===== src/rtl/seq_detect.sv =====
// Serial N-bit pattern detector with overlapping/non-overlapping modes; optional match counter (SEQDET_COUNT_EN).
// Latency: Z rises on the clock edge that accepts the completing bit and lasts one cycle per match.
// Backpressure: none; en qualifies each input bit, and history/fill hold while en=0.
module seq_detect #(
    parameter int             N       = 4,
    parameter logic [N-1:0]   PATTERN = 4'b1011,
    parameter int             CNT_W   = 8
) (
    input  logic             clk,
    input  logic             reset,
    input  logic             en,
    input  logic             W,
    input  logic             overlap,
`ifdef SEQDET_COUNT_EN
    input  logic             count_clr,
    output logic [CNT_W-1:0] match_count,
`endif
    output logic             Z
);

    // Parameter legality: the shift window needs at least two bits, and the counter needs at least one.
    if (N < 2 || N > 16) begin : g_bad_n
        $error("seq_detect: N must be in 2..16");
    end
    if (CNT_W < 1) begin : g_bad_cnt_w
        $error("seq_detect: CNT_W must be at least 1");
    end

    localparam int            FW       = $clog2(N + 1);
    localparam logic [FW:0]   N_EXT    = (FW + 1)'(N);
    localparam logic [FW-1:0] FILL_MAX = FW'(N);
    localparam logic [FW-1:0] FILL_ONE = FW'(1);

    typedef enum logic [1:0] {
        FILL  = 2'd0,
        ARMED = 2'd1,
        HIT   = 2'd2
    } state_t;

    state_t          state;
    state_t          state_nxt;
    logic [FW-1:0]   fill;
    logic [FW-1:0]   fill_nxt;
    // Only the N-1 most recent bits are kept: the oldest bit of the window
    // leaves on the same shift that the new bit enters, so it is never read.
    logic [N-2:0]    hist;
    logic [N-1:0]    window;
    logic [FW:0]     fill_inc;
    logic            match;
    // Overlap mode captured on the edge that entered HIT; decides how HIT exits.
    logic            hit_ovl;

    assign window   = {hist, W};
    assign fill_inc = {1'b0, fill} + (FW + 1)'(1);
    // Fill gating keeps bits from before reset or a non-overlap clear from matching.
    assign match    = en && (fill_inc >= N_EXT) && (window == PATTERN);

    // State, fill counter, history and captured overlap mode.
    always_ff @(posedge clk) begin
        if (!reset) begin
            state   <= FILL;
            fill    <= '0;
            hist    <= '0;
            hit_ovl <= 1'b0;
        end else begin
            state <= state_nxt;
            fill  <= fill_nxt;
            if (en) begin
                hist <= window[N-2:0];
            end
            if (match) begin
                hit_ovl <= overlap;
            end
        end
    end

    // Next state and next fill; a match always wins and enters HIT.
    always_comb begin
        state_nxt = state;
        fill_nxt  = fill;
        case (state)
            FILL: begin
                if (en) begin
                    fill_nxt = fill_inc[FW-1:0];
                    if (fill_inc == N_EXT) begin
                        state_nxt = ARMED;
                    end
                end
            end
            ARMED: begin
                state_nxt = ARMED;
            end
            HIT: begin
                if (hit_ovl) begin
                    state_nxt = ARMED;
                end else begin
                    // Fill was cleared on HIT entry; the bit accepted here is the first fresh one.
                    state_nxt = FILL;
                    fill_nxt  = en ? FILL_ONE : '0;
                end
            end
            default: begin
                state_nxt = FILL;
                fill_nxt  = '0;
            end
        endcase
        if (match) begin
            state_nxt = HIT;
            fill_nxt  = overlap ? FILL_MAX : '0;
        end
    end

    // Moore output: high exactly while in HIT.
    assign Z = (state == HIT);

`ifdef SEQDET_COUNT_EN
    localparam logic [CNT_W-1:0] CNT_MAX = '1;

    // Saturating count of HIT entries; clear beats a coincident match.
    always_ff @(posedge clk) begin
        if (!reset) begin
            match_count <= '0;
        end else if (count_clr) begin
            match_count <= '0;
        end else if (match && (match_count != CNT_MAX)) begin
            match_count <= match_count + CNT_W'(1);
        end
    end
`endif

endmodule


===== config.mk =====
export PLATFORM = sky130hd
export DESIGN_NAME = seq_detect
export DESIGN_NICKNAME = d
export VERILOG_FILES = /design/src/rtl/seq_detect.sv
export SDC_FILE = /design/constraint.sdc
export NUM_CORES = 1
export LEC_CHECK = 0
export CAP_MARGIN = 15
export CORE_ASPECT_RATIO = 1.4
export CORE_MARGIN = 2
export CORE_UTILIZATION = 24
export CTS_BUF_LIST = sky130_fd_sc_hd__clkbuf_4
export CTS_CLUSTER_SIZE = 28
export DETAILED_ROUTE_END_ITERATION = 8
export DONT_BUFFER_PORTS = 1
export PLACE_DENSITY = 0.47
export SLEW_MARGIN = 5
export SYNTH_ARGS = -nofsm -noshare
export SYNTH_HDL_FRONTEND = slang
export SYNTH_SLANG_ARGS = --single-unit

===== constraint.sdc =====
create_clock -name clk -period 3.8 [get_ports clk]
set_input_delay 0.38 -clock clk [delete_from_list [all_inputs] [get_ports clk]]
set_output_delay 0.38 -clock clk [all_outputs]
set_load 0.01 [all_outputs]

# Word level (Yosys, flattened, before mapping)
# Cells that the tools add are included.
# classes
n_addsub	1
n_lt_le_gt_ge	1
n_eq_ne	10
mux	11
bitwise_logic	1
reduce_logical	7
# op_table
cell	count
$mux W3	4
$ne A3 B3 Y1 const B	3
$pmux W3 S3	1
$mux W2	3
$ne A2 B2 Y1 const B	3
$pmux W2 S3	1
$add A3 B1 Y4 const B	1
$eq A4 B3 Y1 const B	1
$eq A4 B4 Y1 const B	1
$ge A4 B3 Y1 const B	1
$reduce_and A2 Y1	2
$reduce_and A3 Y1	1
$eq A2 B1 Y1 const B	1
$eq A2 B2 Y1 const B	1
$logic_and A1 B1 Y1	2
$logic_not A2 Y1	1
$mux W1	2
$reduce_or A2 Y1	1
$not A1 Y1	1
# word_totals
reg_bits	9
inputBits	5

# Longest topological paths before layout
# Gate-level depths: netlist (run 1).
# logic_depth
word_depth	6
mapped_depth	6
depth_no_buf	6

# Worst setup path before layout (run 1)
# OpenSTA, ideal clock, no wires.
# synth_path
kind	reg2reg
start	reg fill[0]
end	reg fill[1]
arrival_ns	1.275
path_slack_ns	2.403
path_stages_with_launch	6
path_buffers	0
cell_sequence	dfxtp_1 > ha_1 > and3_1 > or3_4 > nand4_1 > mux2i_1
# synth_via
elab_chain_len	6
# synth_lines
element	line_no	source
start: declaration	42	logic [FW-1:0] fill;
start signal: assignment	67	fill <= fill_nxt;
$add A3 B1 Y4 (*)	54	assign fill_inc = {1'b0, fill} + (FW + 1)'(1);
$ge A4 B3 Y1	56	assign match = en && (fill_inc >= N_EXT) && (window == PATTERN);
$logic_and A1 B1 Y1 (2 in series)	56	
$ne A3 B3 Y1 (no source line) / $ne A2 B2 Y1 (equally long branches)	n/a	
$reduce_and A3 Y1 (no source line)	n/a	
# Mark *: on every way between the ends. The rest lies on a longest branch, timed or not. The select of a mux whose other input is x is not followed.
# A chain may end at the register's enable or synchronous reset.

# Final worst setup path (run 1)
# Ends and elaborated chain as after synthesis.

==> metrics.txt, run 1 <==
status=completed; die height=59.2 um; Final period util=39.2%; starting density of the core=24.6%; Worst-Margin Slew=249 ps; CP endpoint kind=flop; Global Route met2 Usage=14.3%; placed instance count=79; Max IR drop VDD=0.129 mV; core area=2130 um^2; final setup TNS=0 ps; H-tree depth=1; busiest grt layer=met2; I/O Buffers=0; largest net degree at the start of global routing=12; hold buffers post-CTS=0; Via Count=404; aggregate global routing overflow=0; ANT cells=0; R2R cell count=5; CTS max path bufs=2; FF-to-FF setup slack=2310 ps; Clock Sinks=9; Netlist cell types=27; Total Power=202 uW; clock skew=6.64 ps; row cnt=20; Finished Layout Cells=83; Mapped Cells=59; syn_nets=65; GR Util met1=11.9%; Cell Pwr Density=355 nW/um^2; register area share after synthesis=34.4%; setup ws final=2310 ps; I/O pins=6; Worst R2R End=fill[1]; CTS Buf Count=3; WHS=235 ps; CTS tree=done; Final Max Slew Viols=0; post-route ant nets=0; dpl hpwl=790 um; routed len/inst=12.6 um; Filler cells=223; die area=2570 um^2; Max Freq=671 MHz; synth warn=0; Syn Area/Cell=8.86 um^2; Max-cap violations=0; critical path class=flop to flop; Yosys reg bits=9; drt first pass iters=4; Layout area overhead=8.85%; setup violators final=0; Crit. Startpoint=fill[0]; DRT Wirelength=1.05 mm; M3 GR Usage=1.52%; CP Max Fanout=6; # resized after CTS=0; final hold vios=0; clock transition at the registers of the reported paths=70 ps; antenna violations before repair=0; die width=43.5 um; HP Class=input pin to flop; vias in the first global route=391; GPL Wtd Cong=0.740; mapped cell area=523 um^2; CP Launch Type=flop; post-placement setup slack=2320 ps; Lkg Pwr=0.232 nW; Critical Path AT=1640 ps; initial DRC count=16; post-layout min period=1490 ps; Max-slew headroom=83.4%; layout cells sized above 1=16.4%; clock root buffer master=clkbuf_4; Clk Latency, worst-skew pair=270 ps; Total GRT Usage=9.75%; Worst Path Required=3950 ps; RSZ-0062 raised after global routing=no; Worst setup endpoint=fill[1]; drt drc=0; drt via density=4.87; first-pass GRT wire length=1.81 mm; setup bufs post-CTS=0; nets=68; Reg2Reg Launch Point=fill[0]
==> routing by layer <==
metal | vias up | part of all wire, % | routed length [um]
met1 | 175 | 45 | 475
met4 | 0 | 2.7 | 28
met5 | - | 0 | 0
met3 | 4 | 7.9 | 83
met2 | 14 | 44 | 461
li1 | 211 | - | -
==> how the worst min path moves through the flow <==
stage	start	end	slack [ps]	cells past startpoint
2_1_floorplan	hit_ovl	hit_ovl	440	2
3_3_place_gp	hit_ovl	hit_ovl	470	2
3_5_place_dp	hit_ovl	hit_ovl	480	2
4_1_cts	reset	hist[2]	240	1
5_1_grt	reset	hist[2]	230	1
6_report	reset	hist[2]	230	1
==> state kept, by name (all words and copies together), names as in the netlist <==
| register | count |
|---|---|
| hist | 3 |
| state | 2 |
| fill | 3 |
| hit_ovl | 1 |
==> placed cells by master, fill, tap and decap left out <==
cell type	netlist	layout
nand4_1	1	1
o21ai_2	1	1
a21oi_1	4	4
o211a_1	1	1
nor3_2	1	1
dfxtp_1	9	9
nand3b_1	1	1
nand3_1	1	1
nor2b_4	1	1
a31o_1	1	1
ha_1	1	1
nor2_1	4	4
a21boi_1	1	1
or3_4	1	1
nor2b_1	3	3
nor2b_2	1	1
xor2_1	1	1
nand4_4	1	1
or3_1	1	1
and2_1	1	1
and3_1	2	2
nand2_1	8	8
clkbuf_4	0	4
mux2i_1	6	6
o21ai_0	3	3
inv_1	2	2
==> cell type report <==
class | instances | area (um^2) | share of cell area (%)
multi-input cells | 46 | 324 | 56.9
flip-flops and latches | 9 | 180 | 31.6
clock buffers | 4 | 30.0 | 5.27
well taps | 22 | 27.5 | 4.84
inverters | 2 | 7.51 | 1.32
==> cells in the mapped netlist (all sizes together) <==
library cell  number  share of area (%)
nor2               4                2.9
o211a              1                1.9
xor2               1                1.7
o21ai              4                4.5
nand3              1               0.96
dfxtp              9                 34
and3               2                2.4
clkbuf             1               0.72
nand2              8                5.7
buf                1                1.4
mux2i              6                 11
a21boi             1                1.4
nand4              2                5.3
and2               1                1.2
ha                 1                2.4
nor2b              5                7.9
or3                2                3.3
a21oi              4                3.8
inv                2                1.4
a31o               1                1.7
nand3b             1                1.4
nor3               1                1.9
==> cells by family after synthesis <==
group           count (synthesis)  share of synthesized area (%)
compound gates                 11                           13.4
xor+xnor                        1                           1.67
fa+ha+maj                       1                           2.39
buf+inv                         4                           3.59
flops                           9                           34.4
mux                             6                           11.5
simple gates                   27                           33.0
==> stage by stage <==
step / area [um^2] / utilization [%]
2_1_floorplan: 523 / -
3_3_place_gp: 539 / 25.4
3_5_place_dp: 539 / 25.4
4_1_cts: 569 / 26.8
5_1_grt: 569 / 26.8
6_report: 569 / 26.8
==> power breakdown <==
| part | internal [mW] | switching (mW) |
|---|---|---|
| clock | 0.0478 | 0.0374 |
| sequential | 0.0979 | 0.00346 |
| combinational | 0.00826 | 0.00708 |
| total | 0.154 | 0.0479 |
==> worst max-delay path, cell delays in order, from the launching register on <==
cell	delay (ps)
dfxtp_1	330
ha_1	270
and3_1	210
or3_4	390
nand4_1	100
mux2i_1	70
Power figures use the tool's default switching activity.
==> run 2, diff against run 1 <==
--- a/config.mk
+++ b/config.mk
@@ -13,7 +13,7 @@
 export CTS_CLUSTER_SIZE = 28
 export DETAILED_ROUTE_END_ITERATION = 8
 export DONT_BUFFER_PORTS = 1
-export PLACE_DENSITY = 0.47
+export PLACE_DENSITY = 0.48
 export SLEW_MARGIN = 5
 export SYNTH_ARGS = -nofsm -noshare
 export SYNTH_HDL_FRONTEND = slang
==> constraint.sdc (replaced) <==
create_clock -name clk -period 1.35 [get_ports clk]
set_input_delay 0.135 -clock clk [delete_from_list [all_inputs] [get_ports clk]]
set_output_delay 0.135 -clock clk [all_outputs]
set_load 0.01 [all_outputs]
==> metrics.txt, run 2 (synthesized netlist as in run 1, its figures left out) <==
status=complete, but fails checks; failing checks=negative setup slack; Crit. Startpoint=fill[0]; Final period util=100%; setup violators final=1; Worst setup endpoint=fill[1]; CTS max path bufs=2; Layout area overhead=20.8%; Final Max Slew Viols=0; Reg2Reg Launch Point=fill[0]; final hold vios=0; die width=43.5 um; setup ws final=-2.22 ps; layout cells sized above 1=27.7%; Worst R2R End=fill[1]; drt via density=4.91; Filler cells=216; Clock Sinks=9; first-pass GRT wire length=1.74 mm; clock transition at the registers of the reported paths=60 ps; FF-to-FF setup slack=-2 ps; Top Registers=fill x3, hist x3, state x2; most frequent cells in the layout=nand2_1 (8), mux2i_1 (6), dfxtp_1 (6); CTS Buf Count=3; clock skew=8.74 ps; starting density of the core=24.6%; routed len/inst=12.3 um; CP Max Fanout=4; DRT Wirelength=1.07 mm; Lkg Pwr=0.250 nW; Cell Pwr Density=891 nW/um^2; post-route ant nets=0; Max-slew headroom=81.3%; H-tree depth=1; dpl hpwl=772 um; post-layout min period=1350 ps; vias in the first global route=431; drt drc=0; Max-cap violations=0; Clk Latency, worst-skew pair=260 ps; aggregate global routing overflow=0; HP Class=input pin to flop; ANT cells=0; row cnt=20; CTS tree=done; initial DRC count=4; commonest non-fill, non-tap cell in the layout=nand2_1; core area=2130 um^2; largest net degree at the start of global routing=10; Total GRT Usage=9.50%; Critical Path AT=1490 ps; Multi-input gate area=348 um^2; I/O pins=6; Max Freq=740 MHz; Max IR drop VDD=0.313 mV; WHS=18.6 ps; R2R cell count=5; CP endpoint kind=flop; setup bufs post-CTS=0; Worst Path Required=1480 ps; Worst-Margin Slew=280 ps; antenna violations before repair=0; Via Count=427; clock root buffer master=clkbuf_4; critical path class=flop to flop; Reg area=186 um^2; GPL Wtd Cong=0.779; fin util=29.7%; hold path depth=2; drt first pass iters=4; CP Launch Type=flop; RSZ-0062 raised after global routing=yes; die area=2570 um^2; die height=59.2 um; nets=72; I/O Buffers=0
[run 2: cell count changes in the layout (fill, tap and decap cells not counted), sizes merged]
cell,before,now
dlygate4sd3,0,1
buf,0,3
[run 2: stage by stage]
stage | cells | total power [mW] | area, um^2 | setup TNS, ps | setup WS [ps]
detailed placement | 82 | 0.336 | 564 | -24.8 | -24.8
finish | 87 | 0.563 | 632 | -2.22 | -2.22
CTS | 87 | 0.575 | 624 | -2.70 | -2.70
floorplan | 59 | 0.336 | 526 | 0 | 2.87
global placement | 82 | 0.337 | 564 | 0 | 1.11
global route | 87 | 0.603 | 632 | -113 | -44.1
[run 2: cell type report]
cell class	count	area share, %
well taps	22	4.36
multi-input cells	46	55.0
flip-flops and latches	9	29.5
repair buffers	4	5.15
inverters	2	1.19
clock buffers	4	4.75
[run 2: timing repair]
action | 4_1_cts | 5_1_grt
hold buffers | 1 | 0
pin swaps | 3 | 1
resized for setup | 5 | 2
endpoints found under the setup margin | 2 | 5
endpoints found under the hold margin | 3 | 0
cloned | 0 | 0
[run 2: critical path, cell delays in order, from the launching register on]
cell     delay [ps]
dfxtp_4         360
ha_4            160
and3_4          180
or3_4           390
nand4_1          80
mux2i_1          70
[run 2: worst min-delay path by stage]
stage	from	end	slack [ps]
3_5_place_dp	reset	hist[0]	270
3_3_place_gp	reset	hist[0]	270
4_1_cts	reset	fill[2]	9
6_report	reset	fill[2]	20
5_1_grt	reset	fill[2]	3
2_1_floorplan	overlap	hit_ovl	270
[run 2: power breakdown]
| group | switching, mW | internal, mW | leakage [nW] | total, mW |
|---|---|---|---|---|
| Sequential | 0.0126 | 0.276 | 0.0747 | 0.289 |
| Combinational | 0.0227 | 0.0285 | 0.157 | 0.0512 |
| Clock | 0.0889 | 0.134 | 0.0184 | 0.223 |
| Total | 0.124 | 0.439 | 0.250 | 0.563 |
[run 2: layer usage]
layer,global-route usage (%),share of wire (%),up-vias,routed length (um)
li1,-,-,217,-
met3,3.05,4.0,4,43
met1,8.55,41,198,439
met4,9.09,3.0,0,32
met5,0,0,-,0
met2,16.2,52,8,554
